$ cat config.mk
export PLATFORM = sky130hd
export DESIGN_NAME = rdma_ack_pacer_flat
export DESIGN_NICKNAME = d
export VERILOG_FILES = /design/src/rtl/rdma_ack_pacer_if.sv /design/src/rtl/rdma_ack_pacer.sv /design/src/flat_wrapper.sv
export SDC_FILE = /design/constraint.sdc
export NUM_CORES = 1
export LEC_CHECK = 0
export ABC_AREA = 1
export CAP_MARGIN = 0
export CORE_AREA = 8 8 252 254
export DETAILED_ROUTE_END_ITERATION = 7
export DIE_AREA = 0 0 260 262
export GPL_ROUTABILITY_DRIVEN = 0
export PLACE_DENSITY = 0.48
export SYNTH_ARGS = -nofsm -noshare
export SYNTH_HDL_FRONTEND = slang
export SYNTH_SLANG_ARGS = --single-unit
export TNS_END_PERCENT = 10
$ cat constraint.sdc
create_clock -name nclk -period 2.45 [get_ports nclk]
set_input_delay 0.49 -clock nclk [delete_from_list [all_inputs] [get_ports nclk]]
set_output_delay 0.49 -clock nclk [all_outputs]
set_load 0.01 [all_outputs]
$ cat src/rtl/rdma_ack_pacer_if.sv
// AXI4-Stream bundle shared by the ingress FIFO, the pacer and the RDMA stack.
// The master modport drives the payload and valid; the slave modport drives ready.
interface AXI4S #(
    parameter int DATA_W = 256
) ();
    logic [DATA_W-1:0]   tdata;
    logic [DATA_W/8-1:0] tkeep;
    logic                tlast;
    logic                tvalid;
    logic                tready;

    modport m (output tdata, tkeep, tlast, tvalid, input tready);
    modport s (input tdata, tkeep, tlast, tvalid, output tready);
endinterface

$ cat src/rtl/rdma_ack_pacer.sv
// rdma_ack_pacer: classifies packets on their first beat and, after the last beat of a
// matching packet, holds off the next packet start for cfg_gap cycles. No buffering.
module rdma_ack_pacer #(
    parameter logic [15:0] HDR_MATCH = 16'h0245,
    parameter int          OPC_LSB   = 224,
    parameter logic [7:0]  ACK_OPC   = 8'h11,
    parameter int          CNT_W     = 16
) (
    input  logic             nclk,
    input  logic             nresetn,
    AXI4S.s                  input_stream,
    AXI4S.m                  output_stream,
    input  logic [1:0]       cfg_mode,
    input  logic [CNT_W-1:0] cfg_gap,
    input  logic             stats_clear,
    output logic             gap_active,
    output logic [31:0]      match_count,
    output logic [31:0]      stall_count
);
    typedef enum logic [1:0] {
        MODE_BYPASS  = 2'b00,
        MODE_ACK     = 2'b01,
        MODE_ROCE    = 2'b10,
        MODE_ACK_ALT = 2'b11
    } mode_e;

    mode_e            w_mode;
    logic             w_gate;
    logic             w_accept;
    logic             w_last_acc;
    logic             w_roce;
    logic             w_ack;
    logic             w_match;
    logic             w_eff_match;
    logic             w_load;
    logic [CNT_W-1:0] w_gap_nxt;

    logic             r_sop;
    logic             r_pkt_match;
    logic             r_gap_active;
    logic [CNT_W-1:0] r_gap_cnt;
    logic [31:0]      r_match_count;
    logic [31:0]      r_stall_count;

    assign w_mode = mode_e'(cfg_mode);

    // Only packet starts are gated, so a running gap can never split a packet.
    assign w_gate = r_sop & (r_gap_cnt != '0);

    assign output_stream.tdata  = input_stream.tdata;
    assign output_stream.tkeep  = input_stream.tkeep;
    assign output_stream.tlast  = input_stream.tlast;
    assign output_stream.tvalid = input_stream.tvalid & ~w_gate;
    assign input_stream.tready  = output_stream.tready & ~w_gate;

    assign w_accept   = input_stream.tvalid & output_stream.tready & ~w_gate;
    assign w_last_acc = w_accept & input_stream.tlast;

    assign w_roce = (input_stream.tdata[15:0] == HDR_MATCH);
    assign w_ack  = w_roce & (input_stream.tdata[OPC_LSB +: 8] == ACK_OPC);

    always_comb begin
        // NOTE: default assignment first so every path drives w_match; otherwise a latch is inferred.
        w_match = 1'b0;
        case (w_mode)
            MODE_BYPASS: w_match = 1'b0;
            MODE_ROCE:   w_match = w_roce;
            default:     w_match = w_ack;
        endcase
    end

    // Single-beat packets classify on the spot; longer ones use the first-beat verdict.
    assign w_eff_match = r_sop ? w_match : r_pkt_match;
    assign w_load      = w_last_acc & w_eff_match;

    always_comb begin
        w_gap_nxt = r_gap_cnt;
        if (w_mode == MODE_BYPASS) begin
            w_gap_nxt = '0;
        end else if (w_load) begin
            w_gap_nxt = cfg_gap;
        end else if (r_gap_cnt != '0) begin
            w_gap_nxt = r_gap_cnt - CNT_W'(1);
        end
    end

    always_ff @(posedge nclk) begin
        // NOTE: state is updated with non-blocking assignments so all registers see pre-edge values.
        if (!nresetn) begin
            r_sop         <= 1'b1;
            r_pkt_match   <= 1'b0;
            r_gap_cnt     <= '0;
            r_gap_active  <= 1'b0;
            r_match_count <= '0;
            r_stall_count <= '0;
        end else begin
            if (w_accept) begin
                r_sop <= input_stream.tlast;
            end
            if (w_accept && r_sop && !input_stream.tlast) begin
                r_pkt_match <= w_match;
            end else if (w_last_acc) begin
                r_pkt_match <= 1'b0;
            end

            r_gap_cnt    <= w_gap_nxt;
            r_gap_active <= (w_gap_nxt != '0);

            if (stats_clear) begin
                r_match_count <= '0;
            end else if (w_load) begin
                r_match_count <= r_match_count + 32'd1;
            end

            if (stats_clear) begin
                r_stall_count <= '0;
            end else if (input_stream.tvalid && w_gate && (r_stall_count != '1)) begin
                r_stall_count <= r_stall_count + 32'd1;
            end
        end
    end

    assign gap_active  = r_gap_active;
    assign match_count = r_match_count;
    assign stall_count = r_stall_count;
endmodule

$ cat src/flat_wrapper.sv
// flat-port wrapper written by rule: the top's interface ports become plain ports
module rdma_ack_pacer_flat 
#(
    parameter logic [15:0] HDR_MATCH = 16'h0245,
    parameter int          OPC_LSB   = 224,
    parameter logic [7:0]  ACK_OPC   = 8'h11,
    parameter int          CNT_W     = 16
)
  (nclk, nresetn, cfg_mode, cfg_gap, stats_clear, gap_active, match_count, stall_count, input_stream_tdata, input_stream_tkeep, input_stream_tlast, input_stream_tvalid, input_stream_tready, output_stream_tdata, output_stream_tkeep, output_stream_tlast, output_stream_tvalid, output_stream_tready);
  AXI4S #(.DATA_W((256))) input_stream_i ();
  AXI4S #(.DATA_W((256))) output_stream_i ();
  input  logic nclk;
  input  logic nresetn;
  input  logic [1:0] cfg_mode;
  input  logic [CNT_W-1:0] cfg_gap;
  input  logic stats_clear;
  output logic gap_active;
  output logic [31:0] match_count;
  output logic [31:0] stall_count;
  input wire logic [$bits(input_stream_i.tdata)-1:0] input_stream_tdata;
  input wire logic [$bits(input_stream_i.tkeep)-1:0] input_stream_tkeep;
  input wire logic [$bits(input_stream_i.tlast)-1:0] input_stream_tlast;
  input wire logic [$bits(input_stream_i.tvalid)-1:0] input_stream_tvalid;
  output wire logic [$bits(input_stream_i.tready)-1:0] input_stream_tready;
  output wire logic [$bits(output_stream_i.tdata)-1:0] output_stream_tdata;
  output wire logic [$bits(output_stream_i.tkeep)-1:0] output_stream_tkeep;
  output wire logic [$bits(output_stream_i.tlast)-1:0] output_stream_tlast;
  output wire logic [$bits(output_stream_i.tvalid)-1:0] output_stream_tvalid;
  input wire logic [$bits(output_stream_i.tready)-1:0] output_stream_tready;
  assign input_stream_i.tdata = input_stream_tdata;
  assign input_stream_i.tkeep = input_stream_tkeep;
  assign input_stream_i.tlast = input_stream_tlast;
  assign input_stream_i.tvalid = input_stream_tvalid;
  assign input_stream_tready = input_stream_i.tready;
  assign output_stream_tdata = output_stream_i.tdata;
  assign output_stream_tkeep = output_stream_i.tkeep;
  assign output_stream_tlast = output_stream_i.tlast;
  assign output_stream_tvalid = output_stream_i.tvalid;
  assign output_stream_i.tready = output_stream_tready;
  rdma_ack_pacer #(.HDR_MATCH(HDR_MATCH), .OPC_LSB(OPC_LSB), .ACK_OPC(ACK_OPC), .CNT_W(CNT_W)) u_core (.nclk(nclk), .nresetn(nresetn), .input_stream(input_stream_i), .output_stream(output_stream_i), .cfg_mode(cfg_mode), .cfg_gap(cfg_gap), .stats_clear(stats_clear), .gap_active(gap_active), .match_count(match_count), .stall_count(stall_count));
endmodule
==> results of run 1 <==
## per-stage QoR
step            util  setup WS, ns  hold slack [ns]  std cells
2_1_floorplan      -         0.467            0.449       1051
3_3_place_gp   0.129        -0.235            0.469       1726
3_5_place_dp   0.129        -0.210            0.475       1726
4_1_cts        0.134        0.0401            0.485       1741
5_1_grt        0.134       -0.0197            0.529       1741
6_report       0.134         0.136            0.480       1741
## worst max-delay path, delay by kind of cell, from the launching register on
family	cells	cell delay, ns
buffers and inverters	4	0.49
adders and majority gates	1	0.18
and+or+nand+nor	5	0.46
DFF	1	0.34
## per-layer routing
metal,track usage,vias up,routed length (um)
li1,-,2870,-
met1,0.0833,2627,10800
met2,0.120,282,12100
met4,0.0615,6,1980
met3,0.0443,168,3450
met5,0.00365,-,59
## sequential cells by signal, indices dropped and copies added (netlist names)
signal	flops
u_core.r_sop	1
u_core.match_count	32
u_core.gap_active	1
u_core.stall_count	32
u_core.r_pkt_match	1
u_core.r_gap_cnt	16
## layout make-up
type,count,share of cell area
sequential,83,0.208
inverter,114,0.0535
clock inverter,5,0.00767
clock buffer,10,0.0299
multi-input combinational,549,0.344
tap,782,0.122
timing repair buffer,198,0.235
## kinds of logic (layout without fill, tap and decap cells)
family / count (synthesis) / after routing / share of synthesized area
AO/OA/AOI/OAI: 98 / 98 / 0.0762
XOR/XNOR: 14 / 14 / 0.0174
adder cells (fa/ha/maj): 4 / 4 / 0.00709
buffers and inverters: 419 / 327 / 0.379
flip-flops: 83 / 83 / 0.235
AND/OR/NAND/NOR: 433 / 433 / 0.285
## cells in the mapped netlist, types with 3 or more instances
cell        n
nor2_1    109
a21oi_1    44
o21ai_0    37
clkbuf_1    9
nor4_1      6
nor3b_1     7
nand3b_1   14
o21a_1      8
xnor2_1     3
nand2_1   154
inv_1     112
nor3_1     35
nand4_1    23
o21bai_1    3
ha_1        4
nor2_2      5
xor2_1     11
nand3_1    61
and3_1      3
buf_2       6
dfxtp_1    83
buf_4     289
or2_2       4
## how the worst max path moves through the flow
| stage | start | endpoint | slack (ns) | depth (start not counted) |
|---|---|---|---|---|
| floorplan | u_core.r_gap_cnt[0] | u_core.match_count[8] | 0.47 | 14 |
| global placement | input_stream_tdata[12] | u_core.gap_active | -0.24 | 16 |
| detailed placement | input_stream_tdata[12] | u_core.gap_active | -0.21 | 16 |
| CTS | u_core.r_gap_cnt[0] | input_stream_tready | 0.04 | 10 |
| global route | u_core.r_gap_cnt[0] | u_core.stall_count[28] | -0.02 | 15 |
| finish | u_core.r_gap_cnt[0] | output_stream_tvalid | 0.14 | 10 |
## cells in the final DEF, fill, tap and decap left out, types with 3 or more instances in the layout
cell,synthesis,final
xor2_1,11,11
and3_1,3,3
ha_1,4,4
inv_1,112,111
nor3_2,1,3
nand4_1,23,23
nand3_1,61,61
dfxtp_1,83,83
buf_4,289,55
nand3b_1,14,14
xnor2_1,3,3
nor2_2,5,9
buf_12,0,4
o21bai_1,3,3
nor3b_1,7,7
nor3_1,35,33
or2_2,4,4
nand2_2,2,3
o21ai_0,37,37
a21oi_1,44,44
o21a_1,8,8
clkdlybuf4s50_1,0,137
clkbuf_16,0,9
nand2_1,154,153
nor2_1,109,105
nor4_1,6,6
## report_power, final
part,internal (W),switching (W)
logic,0.00123,0.00148
registers,0.00149,0.000153
clock network,0.000820,0.000666
==> impl_metrics.tcl, run 1 <==
set metrics [dict create \
    dpl.hpwl_mm 23.6 \
    numCtsBuffers 9 \
    crit_slowest_cell "dfxtp_1" \
    total_power_w 0.00583 \
    drive_gt1_frac 0.109 \
    reg2reg_slack_ns 0.20 \
    syn_area_per_cell_um2 6.72 \
    multi_input_area_mm2 0.00275 \
    postPlaceCellArea_mm2 0.00768 \
    required_ns 1.96 \
    crit_chain "inv_1, ha_1, nand2_1, nor2_2, nand2_2, nand2_4, buf_12, inv_1, nor2_1, clkdlybuf4s15_1" \
    synthTopCellsByArea "buf_4 31%, dfxtp_1 24%, nand2_1 8.2%" \
    yosys_register_bits 83 \
    rsz0062_at_grt "true" \
    powerDensity_mw_per_mm2 730 \
    dieHeight_um 262 \
    port_buffers 139 \
    crit_type "reg2out" \
    timing.final.crit_share 0.944 \
    setup_viol 0 \
    status "finished clean" \
    num-fill-cells 6867 \
    drt_pre_antenna_iters 4 \
    hold_class "reg2reg" \
    worst_setup_path_end_kind "primary output" \
    crit_path_frequent_cell "inv_1" \
    clockBufferDepth 2 \
    slew_viol_final 0 \
    ios 668 \
    grt_max_degree 31 \
    postCtsSetupRepairBufs 0 \
    fin_area_mm2 0.00800 \
    synth_warnings 0 \
    worst_pin_slew_ns 0.552 \
    fp.dieArea_mm2 0.0681 \
    yosys.area.top_type "buf_4" \
    via_per_inst 3.42 \
    worstHoldPathCells 2 \
    yosysSeqAreaShare 0.235 \
    antenna_found_initial 2 \
    antenna_left 0 \
    grt_pass1_wl_mm 40.1 \
    power.leakage_nw 2.90 \
    grt_usage 0.0801 \
    fin_nets 1271 \
    hold_viol_final 0 \
    syn_nets 1367 \
    start_util 0.119 \
    route.detailed.wl_per_inst_um 16.3 \
    cp_max_fo 3 \
    netlist_instances 1051 \
    grt_overflow 0 \
    drc 0 \
    max_cap_viol_count 0 \
    drtIter0Drc 260 \
    synth-async-reset-ratio 0 \
    r2r_start "u_core.r_gap_cnt[0]" \
    min-delay-start "u_core.r_pkt_match" \
    peakVddDrop_mv 0.328 \
    clk_pin_slew_ns 0.07 \
    yosys_most_used_dff "dfxtp_1" \
    r2r_end "u_core.gap_active" \
    grt_pass1_vias 6022 \
    cts_sinks 83 \
    r2r_cells 18 \
    num_vias 5953 \
    clk_latency_ns 0.36 \
    drt_wl_total_mm 28.4 \
    relSlewSlack 0.629 \
    core_mm2 0.0596 \
    cp.arrival_ns 1.82 \
    fin_skew_ns 0.0117 \
    syn_to_final_growth_pct 13.3 \
    htreeDepth 3 \
    tns_ns 0 \
    cts_root_buf "clkbuf_16" \
    hold_end "u_core.r_pkt_match" \
    fmax_ghz 0.432 \
    start_kind "flip-flop" \
    syn_area_mm2 0.00706 \
    cts_tree "built" \
    yosysUniqueCellTypes 39 \
    synth_edf_count 0 \
    core.rowCount 90 \
    cts_resized 2 \
    post-route-min-period_ns 2.31 \
    synth_top_cell_area_share 0.307 \
    critical_path.max_stage_delay_ns 0.34 \
    diodes 0 \
    final-seq-area_mm2 0.00166 \
    die_x_um 260 \
    hold_buffers 0 \
]
(Power assumes the default switching activity.)
==> run 2, diff against run 1 <==
--- a/config.mk
+++ b/config.mk
@@ -5,7 +5,6 @@
 export SDC_FILE = /design/constraint.sdc
 export NUM_CORES = 1
 export LEC_CHECK = 0
-export ABC_AREA = 1
 export CAP_MARGIN = 0
 export CORE_AREA = 8 8 252 254
 export DETAILED_ROUTE_END_ITERATION = 7
==> constraint.sdc (replaced) <==
create_clock -name nclk -period 1.9 [get_ports nclk]
set_input_delay 0.38 -clock nclk [delete_from_list [all_inputs] [get_ports nclk]]
set_output_delay 0.38 -clock nclk [all_outputs]
set_load 0.01 [all_outputs]
==> run 2 against run 1 <==
The flow now finishes with violations (negative setup slack); non-clock buffer count increased by 115; flip-flop and latch count is the same; synthesized cell count shrank 18%; total power grew 54%; register-to-register slack got worse by 0.66 ns; setup slack got worse by 0.60 ns; cell count shrank 5.2%; first-iteration DRC count fell by 17%; largest cell class unchanged.
==> impl_metrics.tcl, run 2 <==
set metrics [dict create \
    min-delay-start "u_core.match_count[31]" \
    fp.dieArea_mm2 0.0681 \
    route.detailed.wl_per_inst_um 16.3 \
    syn_to_final_growth_pct 33.6 \
    clk_pin_slew_ns 0.08 \
    reg2reg_slack_ns -0.46 \
    yosysSeqAreaShare 0.245 \
    worst_slack_ns -0.459 \
    hold_viol_final 0 \
    grt_pass1_vias 5918 \
    start_kind "flip-flop" \
    power.leakage_nw 3.20 \
    postPlaceCellArea_mm2 0.00818 \
    worst-path-buf-inv 4 \
    drc 0 \
    grt_max_degree 33 \
    fin_area_mm2 0.00905 \
    cts_root_buf "clkbuf_16" \
    clk_latency_ns 0.38 \
    rsz0062_at_grt "true" \
    peakVddDrop_mv 0.549 \
    worst_pin_slew_ns 0.492 \
    ios 668 \
    worst_setup_path_end_kind "flip-flop" \
    r2r_cells 11 \
    r2r_start "u_core.r_gap_cnt[0]" \
    crit_slowest_cell "or4_4" \
    syn_area_per_cell_um2 7.90 \
    r2r_end "u_core.match_count[18]" \
    grt_overflow 0 \
    dp_cells 1618 \
    violations "negative setup slack" \
    synth_warnings 0 \
    hold_end "u_core.match_count[31]" \
    synth-async-reset-ratio 0 \
    status "finished with violations" \
    syn_nets 1174 \
    antenna_found_initial 0 \
    fin_nets 1179 \
    crit_chain "inv_2, ha_4, nor4b_4, nand2_4, o21ai_4, buf_6, buf_8, nand4_4, buf_12, or4_4, a21oi_2" \
    grt_usage 0.0739 \
    synth.most_common_cell "buf_4" \
    required_ns 2.21 \
    yosys_most_used_dff "dfxtp_1" \
    fmax_ghz 0.424 \
    synthTopCellsByArea "buf_4 32%, dfxtp_1 25%, a21oi_1 3.6%" \
    num_vias 5815 \
    fin_skew_ns 0.0172 \
    yosys.area.top_type "buf_4" \
    htreeDepth 3 \
    numCtsBuffers 9 \
    cts_tree "built" \
    via_per_inst 3.52 \
    syn_area_mm2 0.00677 \
    max_cap_viol_count 0 \
    holdWs_ns 0.505 \
    drtIter0Drc 215 \
    hold_class "reg2reg" \
    crit_type "reg2reg" \
    dieHeight_um 262 \
    cp_max_fo 6 \
    core_mm2 0.0596 \
    timing.final.crit_share 1.24 \
    diodes 0 \
    drt_wl_total_mm 26.9 \
    netlist_instances 858 \
    yosys_register_bits 83 \
    slew_viol_final 0 \
    drive_gt1_frac 0.320 \
    num-fill-cells 6690 \
    place_ws_ns -1.09 \
    die_x_um 260 \
    antenna_left 0 \
    cts_sinks 83 \
    final_common_cell "buf_4" \
    hold_buffers 0 \
    grt_pass1_wl_mm 37.2 \
    synthTopCellsByCount "290 x buf_4, 83 x dfxtp_1, 55 x nor2_1" \
    relSlewSlack 0.669 \
    start_util 0.114 \
    synth_top_cell_area_share 0.321 \
    synth_edf_count 0 \
    drt_pre_antenna_iters 4 \
    powerDensity_mw_per_mm2 990 \
    setup_viol 80 \
    dpl.hpwl_mm 20.7 \
    core.rowCount 90 \
    stdcell_count 1650 \
    final_cell_mix "155 x buf_4, 103 x clkdlybuf4s50_1, 81 x dfxtp_1, 51 x nor2_1, 45 x nand2_1" \
    port_buffers 139 \
    critPathTopFamily "simple AND/OR/NAND/NOR gates" \
    critical_path.max_stage_delay_ns 0.47 \
    yosysUniqueCellTypes 58 \
    clockBufferDepth 2 \
    cp.arrival_ns 2.67 \
    worstHoldPathCells 2 \
    post-route-min-period_ns 2.36 \
]
==> run 2: layout make-up <==
type,instances,area [um2],share of cell area
clock inverters,7,65.1,0.00719
repair buffers,313,2910,0.321
flip-flops and latches,83,1660,0.184
clock buffers,9,225,0.0249
inverters,11,41.3,0.00456
multi-input cells,445,3170,0.351
well taps,782,978,0.108
==> run 2: worst reg2reg max path, stage by stage (launching register included) <==
cell and delay, ns:
dfxtp_2 0.33, inv_2 0.07, ha_4 0.15, nor4b_4 0.29
nand2_4 0.12, o21ai_4 0.15, buf_6 0.12, buf_8 0.11
nand4_4 0.15, buf_12 0.19, or4_4 0.48, a21oi_2 0.16
==> run 2: logic make-up (layout without fill, tap and decap cells) <==
| logic type | after synthesis | count (layout) | share of synthesized area |
|---|---|---|---|
| simple gates | 268 | 268 | 0.226 |
| mux | 2 | 2 | 0.00296 |
| fa+ha+maj | 4 | 4 | 0.00739 |
| compound gates | 143 | 143 | 0.138 |
| flops | 83 | 83 | 0.245 |
| xor+xnor | 28 | 28 | 0.0362 |
| buf+inv | 330 | 340 | 0.344 |
==> run 2: timing repair <==
item,4_1_cts,5_1_grt
buffers inserted,6,8
pin swaps,41,22
endpoints found under the setup margin,101,92
gates cloned,2,1
resized for setup,66,77
==> run 2: per-layer routing <==
layer,vias to the layer above,part of all wire,wire (um),GRT usage
met4,0,0.068,1830,0.0604
met3,101,0.12,3350,0.0423
li1,2725,-,-,-
met1,2671,0.39,10500,0.0784
met5,-,0,0,0.00438
met2,318,0.41,11100,0.106
==> run 2: metrics by stage <==
step	total power (W)	utilization	setup TNS [ns]
global route	0.00958	0.152	-27.07
finish	0.00896	0.152	-17.83
detailed placement	0.00630	0.137	-56.00
global placement	0.00627	0.137	-52.83
CTS	0.00859	0.146	-24.81
floorplan	0.00469	-	-9.68
==> run 2: worst max path at each step <==
stage | slack (ns) | startpoint | depth (start not counted) | end
after detailed placement | -1.09 | input_stream_tdata[3] | 8 | u_core.match_count[18]
after floorplan | -0.18 | input_stream_tdata[7] | 6 | u_core.match_count[31]
after global placement | -1.08 | input_stream_tdata[3] | 8 | u_core.match_count[14]
final | -0.46 | u_core.r_gap_cnt[0] | 11 | u_core.match_count[18]
after CTS | -0.56 | u_core.r_gap_cnt[1] | 11 | u_core.match_count[18]
after global routing | -0.59 | u_core.r_gap_cnt[0] | 11 | u_core.match_count[18]
==> run 2: report_power, final <==
part / internal, W / total (W) / switching (W)
clock network: 0.000924 / 0.00187 / 0.000949
registers: 0.00190 / 0.00201 / 0.000113
logic: 0.00260 / 0.00508 / 0.00248
